**src/rtl/stack_file_if.sv**
```systemverilog
`default_nettype none
// ---------------------------------------------------------------------------
// Module   : stack_file_pkg / stack_file_if
// Purpose  : Opcode encodings and the operation/status bundle of the 16x8 stack.
// Revision : 1.0  initial release
// ---------------------------------------------------------------------------
package stack_file_pkg;
  localparam logic [1:0] OP_HOLD = 2'b00;
  localparam logic [1:0] ADV_1   = 2'b01;
  localparam logic [1:0] DES_1   = 2'b10;
  localparam logic [1:0] DES_2   = 2'b11;
  localparam int unsigned DEPTH_MAX = 16;
endpackage

interface stack_file_if;
  logic [1:0] op;
  logic [7:0] push_data;
  logic       wr_top;
  logic       clr_err;
  logic [7:0] tos;
  logic [7:0] nos;
  logic [4:0] depth;
  logic       empty;
  logic       full;
  logic       ovf;
  logic       unf;

  modport master (
    output op, push_data, wr_top, clr_err,
    input  tos, nos, depth, empty, full, ovf, unf
  );

  modport slave (
    input  op, push_data, wr_top, clr_err,
    output tos, nos, depth, empty, full, ovf, unf
  );
endinterface
`default_nettype wire

```
**src/rtl/stack_file.sv**
```systemverilog
`default_nettype none
// ---------------------------------------------------------------------------
// Module   : stack_file
// Purpose  : 16-entry x 8-bit hardware stack with TOS/NOS view and sticky errors.
// Revision : 1.0  initial release
// ---------------------------------------------------------------------------
module stack_file
  import stack_file_pkg::*;
(
  input  wire         clk,
  input  wire         reset,
  stack_file_if.slave bus
);

  logic [7:0] r_mem [0:15];
  logic [4:0] r_depth;
  logic       r_ovf;
  logic       r_unf;

  logic       w_empty;
  logic       w_full;
  logic       w_has2;
  logic       w_is_hold;
  logic       w_push;
  logic       w_pop1;
  logic       w_pop2;
  logic       w_wr;
  logic       w_ovf_evt;
  logic       w_unf_evt;
  logic       w_mem_we;
  logic [3:0] w_wr_idx;
  logic [3:0] w_top_idx;
  logic [3:0] w_nos_idx;
  logic [4:0] w_depth_nxt;

  assign w_empty   = (r_depth == 5'd0);
  assign w_full    = r_depth[4];
  assign w_has2    = (r_depth >= 5'd2);
  assign w_is_hold = (bus.op == OP_HOLD);

  // Low nibble arithmetic is exact for every legal depth, including 16.
  assign w_top_idx = r_depth[3:0] - 4'd1;
  assign w_nos_idx = r_depth[3:0] - 4'd2;

  always_comb begin
    w_push    = 1'b0;
    w_pop1    = 1'b0;
    w_pop2    = 1'b0;
    w_wr      = 1'b0;
    w_ovf_evt = 1'b0;
    w_unf_evt = 1'b0;
    case (bus.op)
      ADV_1: begin
        w_push    = !w_full;
        w_ovf_evt = w_full;
      end
      DES_1: begin
        w_pop1    = !w_empty;
        w_unf_evt = w_empty;
      end
      DES_2: begin
        w_pop2    = w_has2;
        w_unf_evt = !w_has2;
      end
      default: begin
        w_wr      = w_is_hold && bus.wr_top && !w_empty;
        w_unf_evt = w_is_hold && bus.wr_top && w_empty;
      end
    endcase
  end

  always_comb begin
    w_depth_nxt = r_depth;
    if (w_push)
      w_depth_nxt = r_depth + 5'd1;
    else if (w_pop1)
      w_depth_nxt = r_depth - 5'd1;
    else if (w_pop2)
      w_depth_nxt = r_depth - 5'd2;
  end

  assign w_mem_we = w_push || w_wr;
  assign w_wr_idx = w_push ? r_depth[3:0] : w_top_idx;

  always_ff @(posedge clk or negedge reset) begin
    if (!reset) begin
      r_depth <= 5'd0;
      r_ovf   <= 1'b0;
      r_unf   <= 1'b0;
    end else begin
      r_depth <= w_depth_nxt;
      // A fresh error event outranks a simultaneous clear.
      r_ovf   <= (r_ovf && !bus.clr_err) || w_ovf_evt;
      r_unf   <= (r_unf && !bus.clr_err) || w_unf_evt;
    end
  end

  // Storage carries no reset; a cycle spent in reset must not commit a write.
  always_ff @(posedge clk) begin
    if (w_mem_we && reset)
      r_mem[w_wr_idx] <= bus.push_data;
  end

  assign bus.tos   = w_empty ? 8'h00 : r_mem[w_top_idx];
  assign bus.nos   = w_has2  ? r_mem[w_nos_idx] : 8'h00;
  assign bus.depth = r_depth;
  assign bus.empty = w_empty;
  assign bus.full  = w_full;
  assign bus.ovf   = r_ovf;
  assign bus.unf   = r_unf;

endmodule
`default_nettype wire

```
**src/flat_wrapper.sv**
```systemverilog
// flat-port wrapper written by rule: the top's interface ports become plain ports
module stack_file_flat import stack_file_pkg::*;
  (clk, reset, bus_op, bus_push_data, bus_wr_top, bus_clr_err, bus_tos, bus_nos, bus_depth, bus_empty, bus_full, bus_ovf, bus_unf);
  stack_file_if bus_i ();
  input  wire clk;
  input  wire reset;
  input wire logic [$bits(bus_i.op)-1:0] bus_op;
  input wire logic [$bits(bus_i.push_data)-1:0] bus_push_data;
  input wire logic [$bits(bus_i.wr_top)-1:0] bus_wr_top;
  input wire logic [$bits(bus_i.clr_err)-1:0] bus_clr_err;
  output wire logic [$bits(bus_i.tos)-1:0] bus_tos;
  output wire logic [$bits(bus_i.nos)-1:0] bus_nos;
  output wire logic [$bits(bus_i.depth)-1:0] bus_depth;
  output wire logic [$bits(bus_i.empty)-1:0] bus_empty;
  output wire logic [$bits(bus_i.full)-1:0] bus_full;
  output wire logic [$bits(bus_i.ovf)-1:0] bus_ovf;
  output wire logic [$bits(bus_i.unf)-1:0] bus_unf;
  assign bus_i.op = bus_op;
  assign bus_i.push_data = bus_push_data;
  assign bus_i.wr_top = bus_wr_top;
  assign bus_i.clr_err = bus_clr_err;
  assign bus_tos = bus_i.tos;
  assign bus_nos = bus_i.nos;
  assign bus_depth = bus_i.depth;
  assign bus_empty = bus_i.empty;
  assign bus_full = bus_i.full;
  assign bus_ovf = bus_i.ovf;
  assign bus_unf = bus_i.unf;
  stack_file u_core (.clk(clk), .reset(reset), .bus(bus_i));
endmodule
```
**config.mk**
```make
export PLATFORM = sky130hd
export DESIGN_NAME = stack_file_flat
export DESIGN_NICKNAME = d
export VERILOG_FILES = /design/src/rtl/stack_file_if.sv /design/src/rtl/stack_file.sv /design/src/flat_wrapper.sv
export SDC_FILE = /design/constraint.sdc
export NUM_CORES = 1
export LEC_CHECK = 0
export CORE_UTILIZATION = 54
export CTS_CLUSTER_SIZE = 28
export DETAILED_ROUTE_END_ITERATION = 8
export GPL_TIMING_DRIVEN = 0
export PLACE_DENSITY_LB_ADDON = 0.2
export SYNTH_ARGS = -nofsm -noshare
export SYNTH_HDL_FRONTEND = slang
export SYNTH_SLANG_ARGS = --single-unit
export TNS_END_PERCENT = 50
```
**constraint.sdc**
```tcl
create_clock -name clk -period 2.9 [get_ports clk]
set_input_delay 0.29 -clock clk [delete_from_list [all_inputs] [get_ports clk]]
set_output_delay 0.29 -clock clk [all_outputs]
set_load 0.1 [all_outputs]
```
* After elaboration in Yosys (flattened, before gate mapping)
Memory sizes are Yosys's and may differ from the RTL's.
Cells that the tools add are included.
** Operators by class
- Add/subtract/negate cells :: 5
- Magnitude comparators :: 1
- Eq/ne operators :: 3
- Muxes and demuxes :: 14
- Reductions and logical operators :: 17
** Operators by type and width (count)
- 2-to-1 mux 8 bit :: 2
- 2-to-1 mux 5 bit :: 3
- 2-to-1 mux 1 bit :: 7
- logical AND 1 bit :: 6
- adder 5 x 1 -> 5 bit (second input constant) :: 1
- >= comparator 5 x 2 -> 1 bit (second input constant) :: 1
- zero test 5 bit :: 1
- subtractor 5 x 1 -> 5 bit (second input constant) :: 1
- subtractor 5 x 2 -> 5 bit (second input constant) :: 1
- equality test 2 bit (second input constant) :: 2
- zero test 1 bit :: 4
- 2-to-1 mux 4 bit :: 1
- subtractor 4 x 1 -> 4 bit (second input constant) :: 1
- subtractor 4 x 2 -> 4 bit (second input constant) :: 1
- logical OR 1 bit :: 3
- case mux 1 bit (3 select lines) :: 1
- nonzero test 3 bit :: 1
- OR reduction 3 bit :: 1
- equality test 2 x 1 -> 1 bit (second input constant) :: 1
- zero test 2 bit :: 1
** Word-level totals
- Bits in registers :: 7
- RAM bits :: 128
- Output and inout bits :: 25
- Logic and storage cells :: 44
- Memories :: 1
** Memories
- u_core.r_mem :: depth 16, bits a word 8, rd ports 2, clocked after Yosys merged registers in 0, wr ports 1, line stack_file.sv:15 : logic [7:0] r_mem [0:15];

* Depth between registers and ports, before layout
- Depth after elaboration :: 8
- Mapped depth :: 11
- Gate-level depth less buffers :: 7

* Least setup slack after synthesis
No wires, ideal clock.
- Path kind :: flip-flop to output port
- From :: register u_core.r_depth[1] (netlist: u_core.bus.depth[1])
- To :: output port bus_tos[0]
- Data arrival time :: 5.224 ns
- Required time :: 2.610 ns
- Path slack :: -2.614 ns
- Cell stages (with the launch flop) :: 8
- Buffers on the path :: 3
- Cell sequence :: dfrtp_1 > buf_2 > buf_1 > inv_1 > ha_1 > nor4b_4 > clkbuf_1 > a211oi_1
** RTL lines
- start, declared :: line stack_file.sv:16 : logic [4:0] r_depth;
- start signal, assigned :: line stack_file.sv:91 : r_depth <= w_depth_nxt;
- zero test 5 bit :: line stack_file.sv:36 : assign w_empty = (r_depth == 5'd0);
- net bus_empty :: line flat_wrapper.sv:14 : output wire logic [$bits(bus_i.empty)-1:0] bus_empty;
- 2-to-1 mux 8 bit :: line stack_file.sv:104 : assign bus.tos = w_empty ? 8'h00 : r_mem[w_top_idx];
- end, declared :: line flat_wrapper.sv:11 : output wire logic [$bits(bus_i.tos)-1:0] bus_tos;
The timed path passes the listed nets, and every way through them passes these cells.

* Worst setup path after layout
- From :: register u_core.r_depth[0] (netlist: u_core.bus.depth[0])
- To :: output port bus_tos[4]
** On the way
- Word-level cells in the longest chain between the ends :: 3
** Ends and longest elaborated chain
- subtractor 4 x 1 -> 4 bit :: line stack_file.sv:42 : assign w_top_idx = r_depth[3:0] - 4'd1;
- memory read (16 x 8 bit)
- 2-to-1 mux 8 bit (*) :: line stack_file.sv:104
Every way passes the cells marked *; elsewhere a longest branch is shown, timed or not.

==> flow_summary_export.csv <==
group,metric,value,unit
outcome,status,"finished with violations",
outcome,violations,"negative setup slack",
synthesis,synth-warning-count,0,
detailed_routing,drtIter0Drc,504,
clocking,max-clock-path-buffers,2,
synthesis,synthArstFlopShare,0.0519,
synthesis,synth_ff_type,"edfxtp_1",
detailed_routing,drt.antenna.violating_nets,0,
timing,setup_violations,8,
detailed_routing,wl_per_cell,28.9,um
critical_path,path_buf_inv,6,
global_route,grt_first_pass_wirelength,27600,um
layout,layout-drive-gt1-share,0.535,
synthesis,syn_area,6780,um2
clocking,cts_sinks,135,
floorplan,core.rowCount,40,
critical_path,worstRegToRegCells,8,
floorplan,dieHeight,114,um
critical_path,worst_path_most_repeated_cell,"buf_12",
global_route,grt_pass1_vias,4470,
clocking,cts_buffers,17,
synthesis,avgSynthCellArea,17.6,um2
timing,layout_min_cycle_time,3.04,ns
run,cap_violations,0,
floorplan,die-area,13000,um2
timing,fmax,329,MHz
detailed_routing,viasPerCell,6.67,
critical_path,crit_path_start_kind,"flip-flop",
critical_path,crit_type,"flip-flop to output port",
critical_path,critical_path_arrival,2.75,ns
floorplan,fp.coreArea,12100,um2
critical_path,worstPathMaxFanout,6,
critical_path,slowest_stage,"dfrtp_4",
floorplan,ioPinCount,39,
synthesis,synth-edff-count,128,
detailed_routing,vias,4387,
worst_hold_path,hp-class,"input port to asynchronous set/reset pin",
synthesis,ys_seq_elements,135,
synthesis,ys_seq_area_frac,0.593,
place,place_hpwl,11300,um
layout,diodes,0,
global_route,grt_antenna_before_repair,0,
timing,hold_ws,0.243,ns
critical_path,critical_path_required,2.61,ns
critical_path,crit_chain,"buf_12, buf_12, clkinv_8, ha_4, buf_6, clkbuf_16, mux4_2, a211oi_4, a211oi_4, buf_12",
timing,fin_worst_skew,0.00464,ns
critical_path,critical_path_depth,10,
place,numPortBuffers,37,
critical_path,regToRegStartpoint,"u_core.bus.depth[1]",
clocking,tritoncts,"yes",
timing,final_hold_viol_count,0,
floorplan,die_w,114,um
global_route,overflow,0,
timing,worstMarginPinSlew,0.966,ns
detailed_routing,route.detailed.drc,0,
layout,fillerInstances,631,
global_route,grt_max_degree,17,
timing,drv_slew,0,
place,dp_slack,-1.15,ns
place,routabilityCongestion,0.884,
layout,area_growth,39.8,%
synthesis,ys_types,49,
clocking,clock-root-buffer,"clkbuf_16",
critical_path,critPathTopFamily,"buffers and inverters",
global_route,grt_usage,0.311,
critical_path,worstReg2RegEnd,"u_core.r_mem[3][3]",
clocking,cts_hold_buf,0,
detailed_routing,routed_wl,19000,um
detailed_routing,firstDrtPassIters,5,
critical_path,regToRegSetupSlack,0.04,ns
synthesis,synth_nets,406,
critical_path,worst_path_largest_cell_delay,0.44,ns
clocking,clkTransAtPathRegs,0.06,ns
clocking,htree_levels,4,
timing,rsz0062_at_grt,"yes",
timing,relSlewSlack,0.354,
timing,fin_crit_sh,1.05,
timing,setup_slack,-0.141,ns
floorplan,initial_core_util,0.559,
clocking,clkLatencyLatePin,0.42,ns
layout,nNetsFinal,498,
critical_path,endpoint_kind,"output port",
synthesis,synth_cells,385,
cell families after synthesis:
kind of cell	after synthesis	synth area share
muxes	89	0.250
buffers and inverters	35	0.0290
DFF	135	0.593
and+or+nand+nor	61	0.0510
adders and majority gates	7	0.0129
AOI/OAI and AO/OA	54	0.0589
xor gates and xnor gates	4	0.00517
metrics by stage:
stage | util | cell area [um2] | TNS (ns) | instances
finish | 0.782 | 9470 | -0.587 | 658
detailed placement | 0.639 | 7740 | -55.61 | 590
floorplan | - | 7160 | -3.82 | 385
global route | 0.782 | 9470 | -1.79 | 658
CTS | 0.759 | 9190 | -5.44 | 643
global placement | 0.639 | 7740 | -50.76 | 590
sequential cells by signal, summed over array words and instances, names as in the netlist:
name	count
u_core.bus.depth	5
u_core.bus.ovf	1
u_core.bus.unf	1
u_core.r_mem	128
cells in the final DEF (no fill, tap or decap), types with 5 or more instances in the layout:
master           count
nor2_1              10
nor2_4              12
a211oi_4            15
o22ai_4              8
clkbuf_1             5
buf_12              32
buf_4               29
o21ai_0              6
mux2i_4             13
mux4_2              64
buf_6                8
clkdlybuf4s50_1     20
clkbuf_16           19
edfxtp_1           128
clkinv_2             5
mux2i_2              8
what timing repair did:
action | in CTS | in global routing
gates resized for setup | 241 | 26
setup endpoints to repair | 145 | 144
gates cloned | 3 | 1
setup buffers | 20 | 16
pin swaps | 21 | 18
synth_stat cells, drive strengths merged (3+ instances only):
library cell | instances | area, um2
nor3 | 3 | 15.0
a22oi | 3 | 22.5
nand2b | 4 | 25.0
o22ai | 8 | 50.1
buf | 24 | 155
nor2b | 7 | 43.8
dfrtp | 7 | 175
a21oi | 4 | 20.0
mux4 | 64 | 1440
o21ai | 7 | 35.0
a2bb2oi | 3 | 26.3
and2b | 4 | 30.0
mux2i | 24 | 240
nor2 | 26 | 97.6
edfxtp | 128 | 3840
ha | 7 | 87.6
a211oi | 16 | 120
inv | 6 | 22.5
clkbuf | 5 | 18.8
worst max-delay path by stage:
stage,startpoint,to,slack [ns]
floorplan,u_core.bus.depth[0],bus_tos[5],-0.31
global placement,u_core.bus.depth[0],bus_tos[4],-1.10
detailed placement,u_core.bus.depth[0],bus_tos[4],-1.15
CTS,u_core.bus.depth[0],bus_tos[4],-0.21
global route,u_core.bus.depth[0],bus_tos[4],-0.18
finish,u_core.bus.depth[0],bus_tos[4],-0.14
routing by layer:
layer / vias up / part of all wire / GRT usage
met4: 0 / 0.042 / 0.158
met2: 224 / 0.51 / 0.518
met1: 2320 / 0.38 / 0.399
met5: - / 0 / 0
li1: 1794 / - / -
met3: 49 / 0.061 / 0.0515
layout make-up:
type                            instances  area (um2)  area share
Buffer                                 25         333      0.0351
Clock buffer                           22         444      0.0469
Clock inverter                         10         154      0.0162
Inverter                                6        40.0     0.00423
Multi-Input combinational cell        215        3280       0.347
Sequential cell                       135        4030       0.425
Tap cell                              168         210      0.0222
Timing Repair Buffer                   77         980       0.103
Power is not shown: default switching activity piles up to over one toggle a cycle in this logic, so the estimate is an artifact.
